==> src/rtl/rs15_pkg.sv <==
// Shared definitions for the RS(15,9) code over GF(16), primitive polynomial
// x^4 + x + 1.
// Contents: symbol and code sizes, generator coefficients g0..g5, the FSM
// state type, and a GF(16) multiply that uses the polynomial basis.
// The decoder uses the same basis and the same multiply.
package rs15_pkg;

  localparam int SYM_W   = 4;
  localparam int N       = 15;
  localparam int K       = 9;
  localparam int NUM_PAR = N - K;

  // alpha^4 = alpha + 1. These are the low bits to fold back after an overflow.
  localparam logic [SYM_W-1:0] PRIM_POLY_LOW = 4'h3;

  // g(x) = prod_{i=1..6}(x + alpha^i). g6 = 1 is implicit.
  localparam logic [SYM_W-1:0] G0 = 4'hC;
  localparam logic [SYM_W-1:0] G1 = 4'hA;
  localparam logic [SYM_W-1:0] G2 = 4'hC;
  localparam logic [SYM_W-1:0] G3 = 4'h3;
  localparam logic [SYM_W-1:0] G4 = 4'h9;
  localparam logic [SYM_W-1:0] G5 = 4'h7;

  typedef enum logic [1:0] {
    ST_IDLE,
    ST_ENCODE,
    ST_DONE
  } enc_state_t;

  // Shift-and-add multiply. When one operand is constant it reduces to XORs.
  function automatic logic [SYM_W-1:0] gf_mul(input logic [SYM_W-1:0] a,
                                              input logic [SYM_W-1:0] b);
    logic [SYM_W-1:0] acc;
    logic [SYM_W-1:0] sh;
    acc = '0;
    sh  = a;
    for (int i = 0; i < SYM_W; i++) begin
      if (b[i]) acc = acc ^ sh;
      sh = sh[SYM_W-1] ? ({sh[SYM_W-2:0], 1'b0} ^ PRIM_POLY_LOW)
                       : {sh[SYM_W-2:0], 1'b0};
    end
    return acc;
  endfunction

endpackage

==> src/rtl/gf16_const_mul.sv <==
// Multiplies a GF(16) symbol by the constant COEF. The result is pure XOR logic.
// Ports:
//   sym_i  [3:0]  input symbol
//   prod_o [3:0]  sym_i * COEF in GF(16)
module gf16_const_mul
  import rs15_pkg::*;
#(
  parameter logic [SYM_W-1:0] COEF = 4'h1
) (
  input  logic [SYM_W-1:0] sym_i,
  output logic [SYM_W-1:0] prod_o
);

  assign prod_o = gf_mul(sym_i, COEF);

endmodule

==> src/rtl/rs15_9_encoder_seq.sv <==
// Sequential systematic RS(15,9) encoder. It feeds one message symbol per
// clock into a 6-stage GF(16) LFSR, processing the highest symbol first.
// The codeword is {message, p5..p0}.
// Ports:
//   clk, reset     clock; synchronous active-high reset
//   messageIn      9 symbols, m_k = messageIn[4k+:4]
//   messageValid / messageReady    input handshake
//   codewordOut    15 symbols, c_i = codewordOut[4i+:4]
//   codewordValid / codewordReady  output handshake
//   encoderBusy    high while encoding or holding a finished codeword
// NUM_MSG_SYM and NUM_PAR_SYM are fixed at 9 and 6. They are exposed only to
// make the widths readable. No other values are legal.
module rs15_9_encoder_seq
  import rs15_pkg::*;
#(
  parameter int NUM_MSG_SYM = 9,
  parameter int NUM_PAR_SYM = 6
) (
  input  logic                                      clk,
  input  logic                                      reset,
  input  logic [NUM_MSG_SYM*SYM_W-1:0]              messageIn,
  input  logic                                      messageValid,
  output logic                                      messageReady,
  output logic [(NUM_MSG_SYM+NUM_PAR_SYM)*SYM_W-1:0] codewordOut,
  output logic                                      codewordValid,
  input  logic                                      codewordReady,
  output logic                                      encoderBusy
);

  localparam int CNT_W = $clog2(NUM_MSG_SYM);

  localparam logic [NUM_PAR_SYM-1:0][SYM_W-1:0] GEN_COEF = {G5, G4, G3, G2, G1, G0};

  enc_state_t                                  state_q;
  logic [NUM_MSG_SYM*SYM_W-1:0]                msg_q;
  logic [NUM_PAR_SYM-1:0][SYM_W-1:0]           par_q;
  logic [NUM_PAR_SYM-1:0][SYM_W-1:0]           par_d;
  logic [CNT_W-1:0]                            cnt_q;
  logic [(NUM_MSG_SYM+NUM_PAR_SYM)*SYM_W-1:0]  cw_q;
  logic                                        ready_q;
  logic                                        valid_q;
  logic                                        busy_q;

  logic [SYM_W-1:0]                    cur_sym;
  logic [SYM_W-1:0]                    fb;
  logic [NUM_PAR_SYM-1:0][SYM_W-1:0]   gprod;

  assign cur_sym = msg_q[cnt_q*SYM_W +: SYM_W];
  assign fb      = cur_sym ^ par_q[NUM_PAR_SYM-1];

  for (genvar i = 0; i < NUM_PAR_SYM; i++) begin : g_fb_mul
    gf16_const_mul #(.COEF(GEN_COEF[i])) u_mul (
      .sym_i  (fb),
      .prod_o (gprod[i])
    );
  end

  // One LFSR step: shift the parity up by one stage and add g_i * fb.
  always_comb begin
    // NOTE: give every combinational output a default first, so no path
    // through the block can infer a latch.
    par_d    = '0;
    par_d[0] = gprod[0];
    for (int i = 1; i < NUM_PAR_SYM; i++) begin
      par_d[i] = par_q[i-1] ^ gprod[i];
    end
  end

  always_ff @(posedge clk) begin
    // NOTE: sequential state uses non-blocking assignments only. Every
    // register then updates from the values present before the edge.
    if (reset) begin
      state_q <= ST_IDLE;
      par_q   <= '0;
      cnt_q   <= '0;
      cw_q    <= '0;
      ready_q <= 1'b1;
      valid_q <= 1'b0;
      busy_q  <= 1'b0;
      // NOTE: msg_q is a pure data register. It is always loaded before it is
      // read, so it has no reset.
    end else begin
      case (state_q)
        ST_IDLE: begin
          if (messageValid && ready_q) begin
            msg_q   <= messageIn;
            par_q   <= '0;
            cnt_q   <= CNT_W'(NUM_MSG_SYM - 1);
            ready_q <= 1'b0;
            busy_q  <= 1'b1;
            state_q <= ST_ENCODE;
          end
        end
        ST_ENCODE: begin
          par_q <= par_d;
          if (cnt_q == '0) begin
            // The last symbol is in, so par_d is the final parity.
            cw_q    <= {msg_q, par_d};
            valid_q <= 1'b1;
            state_q <= ST_DONE;
          end else begin
            cnt_q <= cnt_q - 1'b1;
          end
        end
        ST_DONE: begin
          if (codewordReady) begin
            valid_q <= 1'b0;
            busy_q  <= 1'b0;
            ready_q <= 1'b1;
            state_q <= ST_IDLE;
          end
        end
        default: state_q <= ST_IDLE;
      endcase
    end
  end

  assign messageReady  = ready_q;
  assign codewordValid = valid_q;
  assign encoderBusy   = busy_q;
  assign codewordOut   = cw_q;

endmodule

==> config.mk <==
export PLATFORM = sky130hd
export DESIGN_NAME = rs15_9_encoder_seq
export DESIGN_NICKNAME = d
export VERILOG_FILES = /design/src/rtl/rs15_pkg.sv /design/src/rtl/gf16_const_mul.sv /design/src/rtl/rs15_9_encoder_seq.sv
export SDC_FILE = /design/constraint.sdc
export NUM_CORES = 1
export LEC_CHECK = 0
export CORE_MARGIN = 8
export CORE_UTILIZATION = 40
export CTS_BUF_LIST = sky130_fd_sc_hd__clkbuf_4
export CTS_CLUSTER_SIZE = 16
export DETAILED_ROUTE_END_ITERATION = 6
export PLACE_DENSITY = 0.78
export SLEW_MARGIN = 10
export SYNTH_ARGS = -nofsm -noshare
export SYNTH_HDL_FRONTEND = slang
export SYNTH_SLANG_ARGS = --single-unit
export TNS_END_PERCENT = 100
==> constraint.sdc <==
create_clock -name clk -period 3 [get_ports clk]
set_input_delay 0.45 -clock clk [delete_from_list [all_inputs] [get_ports clk]]
set_output_delay 0.45 -clock clk [all_outputs]
set_load 0.02 [all_outputs]
== Word level (Yosys, flattened, before mapping) ==
Cells that the tools add are included.

* Register bits after elaboration: 129
* Input port bits: 40
* Output and inout port bits: 63
* Word-level logic and storage cells: 69

* Add/subtract/negate cells: 1
* Equality and inequality tests: 6
* Shift operators: 1
* Mux-type cells: 20
* Bitwise gates (word level): 15
* Reductions and logical operators: 13

{| class="wikitable"
|+ Operators with widths
! operator !! number
|-
| 24-bit one-hot mux with 2 select lines || 1
|-
| 4-bit XOR || 11
|-
| 36-bit by 7-bit variable part select with 4-bit output || 1
|-
| 24-bit 2-to-1 mux || 1
|-
| 3-bit AND reduction || 5
|-
| 2-bit 2-to-1 mux || 6
|-
| 4-bit 2-to-1 mux || 2
|-
| 2-bit != test (second input constant) || 4
|-
| 4-bit one-hot mux with 2 select lines || 1
|-
| 2-bit inverter || 3
|-
| 1-bit one-hot mux with 2 select lines || 3
|-
| 2-bit one-hot mux with 3 select lines || 1
|-
| 2-bit nonzero test || 3
|-
| 1-bit 2-to-1 mux || 5
|-
| 4-bit zero test || 1
|-
| 2-bit AND reduction || 2
|-
| 4-bit by 1-bit subtractor with 4-bit output (second input constant) || 1
|-
| 2-bit by 1-bit equality test with 1-bit output (second input constant) || 1
|-
| 2-bit equality test (second input constant) || 1
|-
| 2-bit zero test || 1
|-
| 1-bit logical AND || 1
|-
| 1-bit inverter || 1
|}

== Logic depth before layout (Yosys ltp) ==
* Depth after elaboration: 11
* Mapped depth: 10
* Mapped depth without buffers: 8

== Modules after synthesis ==
From an unflattened synthesis, not the netlist that was laid out.

* Cells, all modules: 518
* Area total of the unflattened synthesis: 5266.3 µm²

{| class="wikitable"
|+ By module, submodules not included
! module !! times used !! cells an instance !! area an instance (µm²) !! seq. area each (µm²)
|-
| rs15_9_encoder_seq || 1 || 491 || 4977.3 || 2942.8
|-
| gf16_const_mul (g_fb_mul[0].u_mul ...) || 3 || 4 || 50.0 || 0.0
|-
| gf16_const_mul (g_fb_mul[5].u_mul) || 1 || 6 || 67.6 || 0.0
|-
| gf16_const_mul (g_fb_mul[1].u_mul) || 1 || 5 || 51.3 || 0.0
|-
| gf16_const_mul (g_fb_mul[4].u_mul) || 1 || 4 || 20.0 || 0.0
|}

== Least setup slack after synthesis ==
OpenSTA, ideal clock, no wires.

* Kind: in2reg
* Start point: input messageValid
* End point: register msg_q[0], enable pin
* Setup time: 0.429 ns
* Arrival: 2.701 ns
* Data required time: 2.571 ns
* Path slack: -0.130 ns
* Stages on the path: 4
* Buffers on the path: 1
* Path through: nand2b_1 > or3b_2 > clkbuf_1 > nor2_1

* Longest elaborated chain between the ends: 2

{| class="wikitable"
|+ RTL lines
! element !! RTL line !! source
|-
| from (decl) || rs15_9_encoder_seq.sv:22 || <nowiki>input logic messageValid,</nowiki>
|-
| 1-bit logical AND || rs15_9_encoder_seq.sv:85 || <nowiki>if (messageValid && ready_q) begin</nowiki>
|-
| 3-bit AND reduction (no source line) || -- ||
|-
| to (signal assigned) || rs15_9_encoder_seq.sv:86 || <nowiki>msg_q <= messageIn;</nowiki>
|-
| to (decl) || rs15_9_encoder_seq.sv:35 || <nowiki>logic [NUM_MSG_SYM*SYM_W-1:0] msg_q;</nowiki>
|}

Every way passes these cells.
A chain may end at the register's enable or synchronous reset.

== Worst setup path in the final report ==
* Start point: register cnt_q[0]
* End point: register cw_q[7], in the netlist codewordOut[7]

* Longest elaborated chain between the ends: 6
* Elaborated cells between the ends (all ways): 8
* Classes of those cells: shift: 1; mux: 1; bitwise: 4; reduce/logical: 2

{| class="wikitable"
|+ RTL lines
! element !! RTL line !! source
|-
| from (decl) || rs15_9_encoder_seq.sv:38 || <nowiki>logic [CNT_W-1:0] cnt_q;</nowiki>
|-
| from (signal assigned) || rs15_9_encoder_seq.sv:88 || <nowiki>cnt_q <= CNT_W'(NUM_MSG_SYM - 1);</nowiki>
|-
| from (signal assigned) || rs15_9_encoder_seq.sv:102 || <nowiki>cnt_q <= cnt_q - 1'b1;</nowiki>
|-
| 36-bit by 7-bit variable part select with 4-bit output || rs15_9_encoder_seq.sv:48 || <nowiki>assign cur_sym = msg_q[cnt_q*SYM_W +: SYM_W];</nowiki>
|-
| 4-bit XOR || rs15_9_encoder_seq.sv:49 || <nowiki>assign fb = cur_sym ^ par_q[NUM_PAR_SYM-1];</nowiki>
|-
| 2-bit inverter (no source line) || -- ||
|-
| 2-bit 2-to-1 mux || rs15_pkg.sv:39 || <nowiki>sh = sh[SYM_W-1] ? ({sh[SYM_W-2:0], 1'b0} ^ PRIM_POLY_LOW)</nowiki>
|-
| 4-bit XOR || rs15_pkg.sv:38 || <nowiki>if (b[i]) acc = acc ^ sh;</nowiki>
|-
| 4-bit XOR || rs15_9_encoder_seq.sv:65 || <nowiki>par_d[i] = par_q[i-1] ^ gprod[i];</nowiki>
|-
| to (signal assigned) || rs15_9_encoder_seq.sv:98 || <nowiki>cw_q <= {msg_q, par_d};</nowiki>
|-
| to (decl) || rs15_9_encoder_seq.sv:39 || <nowiki>logic [(NUM_MSG_SYM+NUM_PAR_SYM)*SYM_W-1:0] cw_q;</nowiki>
|}

Parallel ways exist; a longest one is shown, timed or not.

==> metrics <==
status=finished clean; Die ar.=16,700 um2; sw frac=35.1%; largest net degree at the start of global routing=67; Peak Freq=385 MHz; Relative slew margins=52.7%; Final Hold Viols=0; Worst setup SP type=flip-flop; Reg power frac=43.9%; sequential element share of the synthesized area=57.3%; TritonCTS buffer count=17; antenna violations before repair=1; total track usage=15.1%; HP Class=input port to flip-flop; leakage power=2.23 nW; TritonRoute pass-1 iters=7; layout cells sized above 1=9.64%; Worst Hold Endpoint=codewordOut[3]$_SDFFE_PP0P_; Die Ht=129 um; Reg2Reg Depth=9; clock latency at the later pin of the worst-skew pair=540 ps; critical path required time=3450 ps; fill cell count=1,121; worst slew pin tran=710 ps; Post-synth EDFFs=36; Congestion Overflow GR=0; Async SR Flop Fraction=0%; number of H-tree levels=4; Pwr Total=4.73 mW; Mapped Avg Cell Area=10.3 um2; area leader, netlist=dfxtp_1; Final ANT Viol Nets=0; Clock Root Buffer=clkbuf_4; CTS tree=built; Sink Count=129; post-CTS sizing=0; Setup WS post-layout=400 ps; vias in the first global route=3,890; Switch Pwr=1.66 mW; r2r endpoint=codewordOut[7]$_SDFFE_PP0P_; Initial Utilization=40.8%; Post-synth top flop=dfxtp_1; Cell Pwr Density=722 nW/um2; first-pass GRT wire length=19.7 mm; commonest non-fill, non-tap cell in the layout=nand2_1; routed vias=3,912; Critical Path Sink Type=flip-flop; critical path arrival=3050 ps; Post-CTS Hold Fix Bufs=0; CORE AREA=12,600 um2; clock skew=19.9 ps; Clk network pwr share=23.4%; WL final=12.5 mm; crit path kind=flip-flop to flip-flop; max cap viols=0; Remaining DRCs=0; fin nets=640; area delta synth->final=27.7%; FP Rows=41; dpl hpwl=9.13 mm; largest fanout on the critical path=11; Clock transition at path regs=130 ps; Place WS=419 ps; r2r startpoint=cnt_q[0]$_SDFFE_PP0P_; VDD IR max=0.354 mV; post-synth top area share=36.3%; Iter 0 DRT Violations=361; IO Count=103; Combinational Power Share=32.7%; Buffers on Ports=102; Clock Path Buffers=2; Worst R2R Setup Slack=400 ps; register bit count reported by yosys=129; Hold Path Cell Cnt=2; Pint=3.07 mW; die width=129 um; Mapped Area=5130 um2; RSZ-0062 raised after global routing=false; post-DR vias/cell=4.98; Yosys Warn Count=0; commonest non-fill, non-tap cells in the layout=nand2_1 (110), clkdlybuf4s50_1 (101), dfxtp_1 (93); Final Cycle Share=86.7%; average wire per cell in the routed design=16.0 um; HP Start=reset; Placer Congestion=0.881; Unique masters post-synth=42; Syn Nets=541; Tmin final=2600 ps; Mapped Cells=500; Pins Over Slew Limit=0; Setup TNS=0 ps; # setup viols final=0; Post-CTS Setup Inserts=0; Area contributors post-synth=dfxtp_1 (36%), edfxtp_1 (21%), nand2_1 (8.1%)
Yosys cell counts, types with 2 or more instances:
cell type and number:
xnor2_2 4, edfxtp_1 36, dfxtp_1 93, nor2b_1 2, xor2_1 8, dlygate4sd1_1 2, a32oi_2 3, nor2_1 44
a31oi_1 4, o21ai_1 4, a211oi_1 10, nor3_1 5, clkbuf_1 21, nand2b_1 2, xnor3_1 3, xnor2_1 17
nand3_1 2, a21oi_1 58, o21ai_0 8, nand2_1 111, inv_1 4, and2_1 6, mux2i_1 16, buf_6 3
a22oi_1 14, xnor2_4 4
cell type report:
class | instances | area, um2 | area share [%]
diodes | 1 | 2.50 | 0.0382
clock buffers | 17 | 128 | 1.95
clock inverters | 15 | 135 | 2.06
inverters | 4 | 15.0 | 0.229
multi-input cells | 337 | 2030 | 30.9
flip-flops and latches | 129 | 2940 | 44.9
well taps | 172 | 215 | 3.28
repair buffers | 110 | 1090 | 16.6
worst max path at each step:
| stage | startpoint | end | cells after the start |
|---|---|---|---|
| 3_5_place_dp | cnt_q[0]$_SDFFE_PP0P_ | codewordOut[7]$_SDFFE_PP0P_ | 9 |
| 4_1_cts | cnt_q[0]$_SDFFE_PP0P_ | codewordOut[7]$_SDFFE_PP0P_ | 9 |
| 3_3_place_gp | cnt_q[1]$_SDFFE_PP0P_ | codewordOut[13]$_SDFFE_PP0P_ | 7 |
| 6_report | cnt_q[0]$_SDFFE_PP0P_ | codewordOut[7]$_SDFFE_PP0P_ | 9 |
| 2_1_floorplan | messageValid | msg_q[0]$_DFFE_PP_ | 4 |
| 5_1_grt | cnt_q[0]$_SDFFE_PP0P_ | codewordOut[20]$_SDFFE_PP0P_ | 9 |
metal layers:
metal	GRT usage, %	vias up	wire length, um
met1	17.8	1822	5320
met5	0	-	0
met4	4.77	0	164
li1	-	1911	-
met2	24.7	160	6050
met3	5.83	19	1010
flip-flops by register name, indices dropped and copies added (netlist names):
name	cells
codewordOut	60
msg_q	36
par_q	24
cnt_q	4
state_q	2
codewordValid	1
encoderBusy	1
messageReady	1
per-stage QoR:
stage          hold slack [ps]  util, %  cells  area, um2
5_1_grt                    280     52.1    785       6550
4_1_cts                    280     52.1    784       6550
3_5_place_dp               450     50.0    752       6290
3_3_place_gp               447     50.0    752       6290
2_1_floorplan              441        -    500       5130
6_report                   299     52.1    785       6550
power by group through the flow:
| stage | logic [mW] | clock network (mW) | registers (mW) |
|---|---|---|---|
| global placement | 1.51 | 0 | 2.12 |
| floorplan | 1.01 | 0 | 2.19 |
| detailed placement | 1.55 | 0 | 2.12 |
| CTS | 1.56 | 1.12 | 2.08 |
| finish | 1.55 | 1.11 | 2.08 |
| global route | 1.67 | 1.20 | 2.10 |
kinds of logic (layout without fill, tap and decap cells):
group	after synthesis	count (layout)	share of synthesized area, %
buf+inv	34	146	3.53
xor+xnor	37	37	9.31
compound gates	103	103	12.1
flops	129	129	57.3
mux	16	16	3.12
other cells	0	1	0
fa+ha+maj	1	1	0.244
simple gates	180	180	14.4
critical path, stage by stage, from the launching register on:
cell,delay [ps]
dfxtp_1,360
buf_4,210
mux2i_1,240
a22oi_1,100
a32oi_2,360
xnor2_4,180
xnor2_2,440
xor2_2,150
xor2_1,180
a211oi_1,260
Power figures use the tool's default switching activity.
